--- config.mk ---
export PLATFORM = sky130hd
export DESIGN_NAME = clken_reset_ctrl
export DESIGN_NICKNAME = d
export VERILOG_FILES = /design/src/rtl/clken_reset_ctrl.sv
export SDC_FILE = /design/constraint.sdc
export NUM_CORES = 1
export LEC_CHECK = 0
export ABC_AREA = 0
export CELL_PAD_IN_SITES_DETAIL_PLACEMENT = 2
export CELL_PAD_IN_SITES_GLOBAL_PLACEMENT = 2
export CORE_MARGIN = 2
export CORE_UTILIZATION = 37
export DETAILED_ROUTE_END_ITERATION = 8
export GPL_ROUTABILITY_DRIVEN = 0
export GPL_TIMING_DRIVEN = 0
export MAX_ROUTING_LAYER = met4
export PLACE_DENSITY_LB_ADDON = 0.1
export SYNTH_ARGS = -nofsm -noshare
export SYNTH_HDL_FRONTEND = slang
export SYNTH_SLANG_ARGS = --single-unit
export TNS_END_PERCENT = 30
--- constraint.sdc ---
create_clock -name clk -period 2.3 [get_ports clk]
set_input_delay 0.23 -clock clk [delete_from_list [all_inputs] [get_ports clk]]
set_output_delay 0.23 -clock clk [all_outputs]
set_load 0.03 [all_outputs]
--- src/rtl/clken_reset_ctrl.sv ---
// Button debouncing, stretched system reset and programmable clock-enable pulses
// (with a single-step mode) for FPGA CPU systems.
module clken_reset_ctrl #(
   parameter int               N_CH        = 2,
   parameter int               DIV_W       = 20,
   parameter logic [DIV_W-1:0] DIV_DEFAULT = '1,
   parameter int               SYNC_STAGES = 2,
   parameter int               DEB_CNT     = 1000,
   parameter int               RST_STRETCH = 16,
   parameter bit               BTN_ACT_LOW = 1'b1
) (
   input  logic                                         clk,
   input  logic                                         reset,
   input  logic                                         btn_rst_raw,
   input  logic                                         btn_step_raw,
   input  logic                                         step_mode,
   input  logic                                         div_load,
   input  logic [((N_CH > 1) ? $clog2(N_CH) : 1)-1:0]   div_ch,
   input  logic [DIV_W-1:0]                             div_val,
   output logic [N_CH-1:0]                              clk_en,
   output logic                                         sys_rst,
   output logic                                         heartbeat
);

   localparam int CH_W  = (N_CH > 1) ? $clog2(N_CH) : 1;
   localparam int DEB_W = $clog2(DEB_CNT + 1);
   localparam int STR_W = $clog2(RST_STRETCH + 1);
   localparam logic [SYNC_STAGES-1:0] SYNC_IDLE = {SYNC_STAGES{BTN_ACT_LOW}};

   typedef enum logic [1:0] {
      ST_ASSERT,
      ST_STRETCH,
      ST_RUN
   } state_t;

   state_t            state;
   state_t            state_next;
   logic [STR_W-1:0]  str_cnt;
   logic [STR_W-1:0]  str_cnt_next;
   logic [1:0]        btn_raw;
   logic [1:0]        btn_deb;
   logic              rst_src;
   logic              run_ok;
   logic              step_prev;
   logic              step_rise;
   logic [N_CH-1:0]   en_d;

   assign btn_raw = {btn_step_raw, btn_rst_raw};

   // Bit 0 is the reset button, bit 1 the step button; both normalised to 1 = pressed.
   for (genvar gi = 0; gi < 2; gi++) begin : g_btn
      logic [SYNC_STAGES-1:0] sync_q;
      logic [DEB_W-1:0]       deb_cnt;
      logic                   deb_q;
      logic                   synced;

      assign synced      = sync_q[SYNC_STAGES-1] ^ BTN_ACT_LOW;
      assign btn_deb[gi] = deb_q;

      always_ff @(posedge clk) begin
         if (reset) begin
            sync_q  <= SYNC_IDLE;
            deb_cnt <= '0;
            deb_q   <= 1'b0;
         end else begin
            sync_q <= {sync_q[SYNC_STAGES-2:0], btn_raw[gi]};
            if (synced == deb_q) begin
               deb_cnt <= '0;
            end else if (deb_cnt == DEB_W'(DEB_CNT - 1)) begin
               deb_q   <= synced;
               deb_cnt <= '0;
            end else begin
               deb_cnt <= deb_cnt + 1'b1;
            end
         end
      end
   end

   assign rst_src   = btn_deb[0];
   assign step_rise = btn_deb[1] & ~step_prev;
   assign run_ok    = (state == ST_RUN) && !rst_src;

   always_ff @(posedge clk) begin
      if (reset) begin
         state   <= ST_ASSERT;
         str_cnt <= '0;
      end else begin
         state   <= state_next;
         str_cnt <= str_cnt_next;
      end
   end

   // The cycle that leaves ASSERT already counts as the first stretch cycle.
   always_comb begin
      state_next   = state;
      str_cnt_next = str_cnt;
      case (state)
         ST_ASSERT: begin
            str_cnt_next = '0;
            if (!rst_src) begin
               state_next   = (RST_STRETCH == 1) ? ST_RUN : ST_STRETCH;
               str_cnt_next = STR_W'(1);
            end
         end
         ST_STRETCH: begin
            if (rst_src) begin
               state_next   = ST_ASSERT;
               str_cnt_next = '0;
            end else if (str_cnt == STR_W'(RST_STRETCH - 1)) begin
               state_next   = ST_RUN;
               str_cnt_next = '0;
            end else begin
               str_cnt_next = str_cnt + 1'b1;
            end
         end
         ST_RUN: begin
            str_cnt_next = '0;
            if (rst_src) begin
               state_next = ST_ASSERT;
            end
         end
         default: begin
            state_next   = ST_ASSERT;
            str_cnt_next = '0;
         end
      endcase
   end

   always_comb begin
      sys_rst = (state != ST_RUN);
   end

   for (genvar gc = 0; gc < N_CH; gc++) begin : g_ch
      localparam logic [CH_W-1:0] CH_IDX = CH_W'(gc);

      logic [DIV_W-1:0] div_q;
      logic [DIV_W-1:0] cnt_q;
      logic [DIV_W-1:0] cnt_d;
      logic             en_q;
      logic             en_next;
      logic             load_hit;

      assign load_hit   = div_load && (div_ch == CH_IDX);
      assign en_d[gc]   = en_next;
      assign clk_en[gc] = en_q;

      // Priority: held in reset, then load, then step/count.
      always_comb begin
         cnt_d   = cnt_q;
         en_next = 1'b0;
         if (!run_ok || load_hit) begin
            cnt_d = '0;
         end else if (step_mode) begin
            en_next = step_rise;
         end else if (cnt_q == div_q) begin
            cnt_d   = '0;
            en_next = 1'b1;
         end else begin
            cnt_d = cnt_q + 1'b1;
         end
      end

      always_ff @(posedge clk) begin
         if (reset) begin
            div_q <= DIV_DEFAULT;
            cnt_q <= '0;
            en_q  <= 1'b0;
         end else begin
            if (load_hit) begin
               div_q <= div_val;
            end
            cnt_q <= cnt_d;
            en_q  <= en_next;
         end
      end
   end

   always_ff @(posedge clk) begin
      if (reset) begin
         step_prev <= 1'b0;
         heartbeat <= 1'b0;
      end else begin
         step_prev <= btn_deb[1];
         if (en_d[0]) begin
            heartbeat <= ~heartbeat;
         end
      end
   end

endmodule

Word level (Yosys, flattened, before mapping)
Cells that the tools add are included.
{"block": "totals", "ff_bits": 117, "elab_cells": 73, "romBits": 0, "output_inout_bits": 4, "mem_bits_rw": 0, "n_memories": 0, "input_bits": 27, "latchBits": 0}
{"block": "classes", "div_mod_pow": 0, "n_reduce_logical": 15, "bitwise": 8, "addsub": 5, "mul": 0, "shifts": 0, "n_mux": 16, "n_eq_ne": 13, "n_lt_le_gt_ge": 0}
{"op": "$add 20x1->20 const B", "count": 2}
{"op": "$eq 20x20->1", "count": 2}
{"op": "$mux 20", "count": 2}
{"op": "$add 10x1->10 const B", "count": 2}
{"op": "$eq 10x10->1 const B", "count": 2}
{"op": "$mux 5", "count": 2}
{"op": "$pmux 5 s2", "count": 1}
{"op": "$mux 2", "count": 4}
{"op": "$not 1->1", "count": 7}
{"op": "$mux 1", "count": 6}
{"op": "$ne 2x2->1 const B", "count": 3}
{"op": "$pmux 2 s3", "count": 1}
{"op": "$reduce_or 3->1", "count": 2}
{"op": "$add 5x1->5 const B", "count": 1}
{"op": "$eq 5x4->1 const B", "count": 1}
{"op": "$reduce_and 2->1", "count": 2}
{"op": "$reduce_or 2->1", "count": 2}
{"op": "$logic_and 1x1->1", "count": 3}
{"op": "$ne 3x3->1 const B", "count": 1}
{"op": "$reduce_and 3->1", "count": 1}
{"op": "$eq 1x1->1", "count": 2}
{"op": "$eq 2x1->1 const B", "count": 1}
{"op": "$eq 2x2->1 const B", "count": 1}
{"op": "$logic_not 1->1", "count": 2}
{"op": "3 further kinds", "count": 4}

Logic depth before layout (Yosys ltp)
{"block": "depth", "depth_word": 5, "mapped_depth": 7, "mapped_depth_nobuf": 6}

Least setup slack after synthesis
Ideal clock, no wire load.
{"block": "synth_timing", "kind": "register to register", "startpoint": "register g_ch[0].cnt_q[0]", "endpoint": "register g_ch[0].cnt_q[19]", "t_required_ps": 2185, "setup_time_ps": 115, "period_less_slack_ps": 1612, "path_slack_ps": 688, "arrival_ps": 1498, "path_buffers": 1, "path_stages_with_launch": 7, "path_cell_list": "dfxtp_1 -> xor2_1 -> nor4_1 -> nand3_1 -> o31ai_4 -> buf_6 -> nor2_1"}
{"block": "synth_between", "elab_chain_cells": 2, "word_cells_on_any_way": 3, "cone_classes": "add/sub (1); eq/ne (1); mux (1)"}
{"element": "start: declaration", "line": "137", "rtl": "logic [DIV_W-1:0] cnt_q;"}
{"element": "start signal: assignment", "line": "172", "rtl": "cnt_q <= cnt_d;"}
{"element": "$add 20x1->20 or $eq 20x20->1 (tied branches)", "line": "159, 155"}
{"element": "$mux 20 (*)", "line": "155", "rtl": "end else if (cnt_q == div_q) begin"}
Every way passes the cells marked *; elsewhere a longest branch is shown, timed or not.
A chain may end at the register's enable or synchronous reset.

==> results_dict.tcl <==
set metrics [dict create \
    status "complete, no violations" \
    grt_pass1_vias 4733 \
    maxCapViolations 0 \
    critPathKind "primary input to flip-flop" \
    yosys_warnings 0 \
    start_util 0.379 \
    clkLatencyLatePin_ns 0.42 \
    crit_family "simple AND/OR/NAND/NOR gates" \
    p_leak_nw 2.29 \
    required_ns 2.61 \
    die_area_um2 15200 \
    postPlaceCellArea_um2 5790 \
    synth.area.top_cells "dfxtp_1 (44%), xor2_1 (11%), a211o_1 (6.7%), nor2_1 (5.0%), xnor2_1 (4.3%)" \
    fin_area_um2 6430 \
    cp.depth 6 \
    grt_pass1_wl_um 24800 \
    async_flop_share 0 \
    worst_pin_slew_ns 0.839 \
    drt-met1-wl_um 6970 \
    setup_tns_ns 0 \
    clockBufferDepth 2 \
    comb_power_share 0.050 \
    drive_gt1_frac 0.0823 \
    syn_inst 571 \
    clock_skew_ns 0.00581 \
    p_int_mw 4.17 \
    synth_cell_types 41 \
    slowest_stage "nor3_1" \
    cts_hold_buf 0 \
    path_max_fanout 7 \
    grt_overflow 0 \
    dpl_worst_slack_ns -0.128 \
    postCtsSetupBuffers 0 \
    cts_buffers 17 \
    r2r_cells 6 \
    area_growth_pct 22.2 \
    die_h_um 123 \
    synth.most_common_cell "dfxtp_1" \
    power.density_nw_per_um2 823 \
    ys_seq_area_frac 0.445 \
    routed_via_density 5.28 \
    cts_tree "done" \
    setup_viol 0 \
    cp_num_buf_inv 1 \
    cts_root_buf "clkbuf_16" \
    dr.pass1.iters 4 \
    synth_ff_type "dfxtp_1" \
    path_cells "clkdlybuf4s50_1 > nand4b_1 > nor3_1 > nand4_1 > xor2_1 > nor2_1" \
    switching_power_mw 1.12 \
    wl_per_cell_um 18.5 \
    core_um2 13900 \
    hpwl_um 10800 \
    drc 0 \
    die_x_um 123 \
    ys_ff_latch 117 \
    htreeDepth 4 \
    postRouteWirelength_um 15100 \
    hold_violations 0 \
    start_kind "primary input" \
    rsz0062_at_grt "no" \
    end_kind "flip-flop" \
    max-vdd-ir-drop_mv 0.516 \
    dpl.cell_count 781 \
    nNetsFinal 652 \
    netlist_area_um2 5260 \
    min_delay_path_depth 2 \
    clkSinkCount 117 \
    grt_antenna_before_repair 0 \
    synth_top_area_share 0.445 \
    clockPowerShare 0.548 \
    cts_resized 0 \
    relSlewSlack 0.426 \
    p_seq_frac 0.402 \
    swShare 0.212 \
    io_buffers 30 \
    fin_ws_ns 0.176 \
    ant_nets 0 \
    num_antenna_cells 0 \
    hold_class "primary input to flip-flop" \
    cp.arrival_ns 2.44 \
    period_needed_ns 2.12 \
    avgSynthCellArea_um2 9.22 \
    max_freq_mhz 471 \
    syn_nets 603 \
    grt_use_total 0.221 \
    cpPeakStageDelay_ns 0.70 \
    synth_edf_count 0 \
    stdcell_count 812 \
    dr.max_layer_used "met4" \
    holdWs_ns 0.390 \
    synth_commonest_cells "dfxtp_1 (117), nor2_1 (70), xor2_1 (68)" \
    met3WireLength_um 399 \
    synth_area_leader_cell "dfxtp_1" \
    fp-row-count 43 \
    io_pins 31 \
    dr_wl_met2_um 7490 \
    drt-initial-drc-count 142 \
    path_clk_slew_ns 0.05 \
    post-route-period-util 0.924 \
    grt_max_degree 17 \
    drv_slew 0 \
    vias 4289 \
]
power groups by stage:
stage	sequential, mW	combinational (mW)	clock (mW)
CTS	2.13	0.268	2.96
finish	2.13	0.265	2.90
floorplan	2.15	0.151	0
global placement	2.17	0.248	0
global route	2.13	0.293	3.06
detailed placement	2.17	0.260	0
layout make-up:
type	instances	area [um^2]
multi-input combinational	422	2770
clock buffer	20	457
inverter	7	26.3
clock inverter	11	180
buffer	25	128
sequential	117	2340
fill	1510	7450
tap	180	225
timing repair buffer	30	300
state kept, by name (all words and copies together) (netlist names):
register and count:
g_ch.cnt_q 40, g_ch.div_q 40, step_prev 1, str_cnt 5, g_ch.en_q 2, g_btn.deb_q 2, state 2, heartbeat 1
g_btn.sync_q 4, g_btn.deb_cnt 20
layout by cell type, fill, tap and decap left out, types with 3 or more instances in the layout:
cell type,n
ha_1,5
clkinv_2,6
nor2_1,70
xnor2_1,26
nand2_1,39
xor2_1,68
a211o_1,40
and2_1,6
nand3_1,18
a21oi_1,11
dfxtp_1,117
and3_1,27
nor2b_1,26
clkbuf_1,16
nor3_1,15
nand4_1,9
and4_1,3
buf_6,3
or2_2,6
o21ai_0,6
nor4_1,16
bufinv_16,5
inv_1,7
clkdlybuf4s50_1,30
clkbuf_16,17
nor3b_1,5
nand3b_1,4
cell families (layout without fill, tap and decap cells):
logic type,after synthesis,after routing,synth area share
compound gates,64,64,0.0977
xor+xnor,94,94,0.156
fa+ha+maj,5,5,0.0119
buf+inv,32,93,0.0292
flops,117,117,0.445
simple gates,259,259,0.260
final timing paths:
path / start / to / slack [ns]
setup reg to reg: g_ch[0].cnt_q[1] / g_ch[0].cnt_q[12] / 0.19
hold reg to reg: g_btn[0].sync_q[0] / g_btn[0].sync_q[1] / 0.43
setup / recovery: step_mode / g_ch[1].cnt_q[11] / 0.18
hold / removal: btn_step_raw / g_btn[1].sync_q[0] / 0.39
per-layer routing:
layer	vias to the layer above	track usage
met2	56	0.368
li1	2070	-
met4	0	0.0710
met1	2145	0.267
met5	-	-
met3	18	0.0475
through the flow:
step,power (mW),utilization
final,5.29,0.463
after global routing,5.49,0.463
after CTS,5.36,0.463
after detailed placement,2.43,0.417
after global placement,2.42,0.417
after floorplan,2.31,-
(Power assumes the default switching activity.)
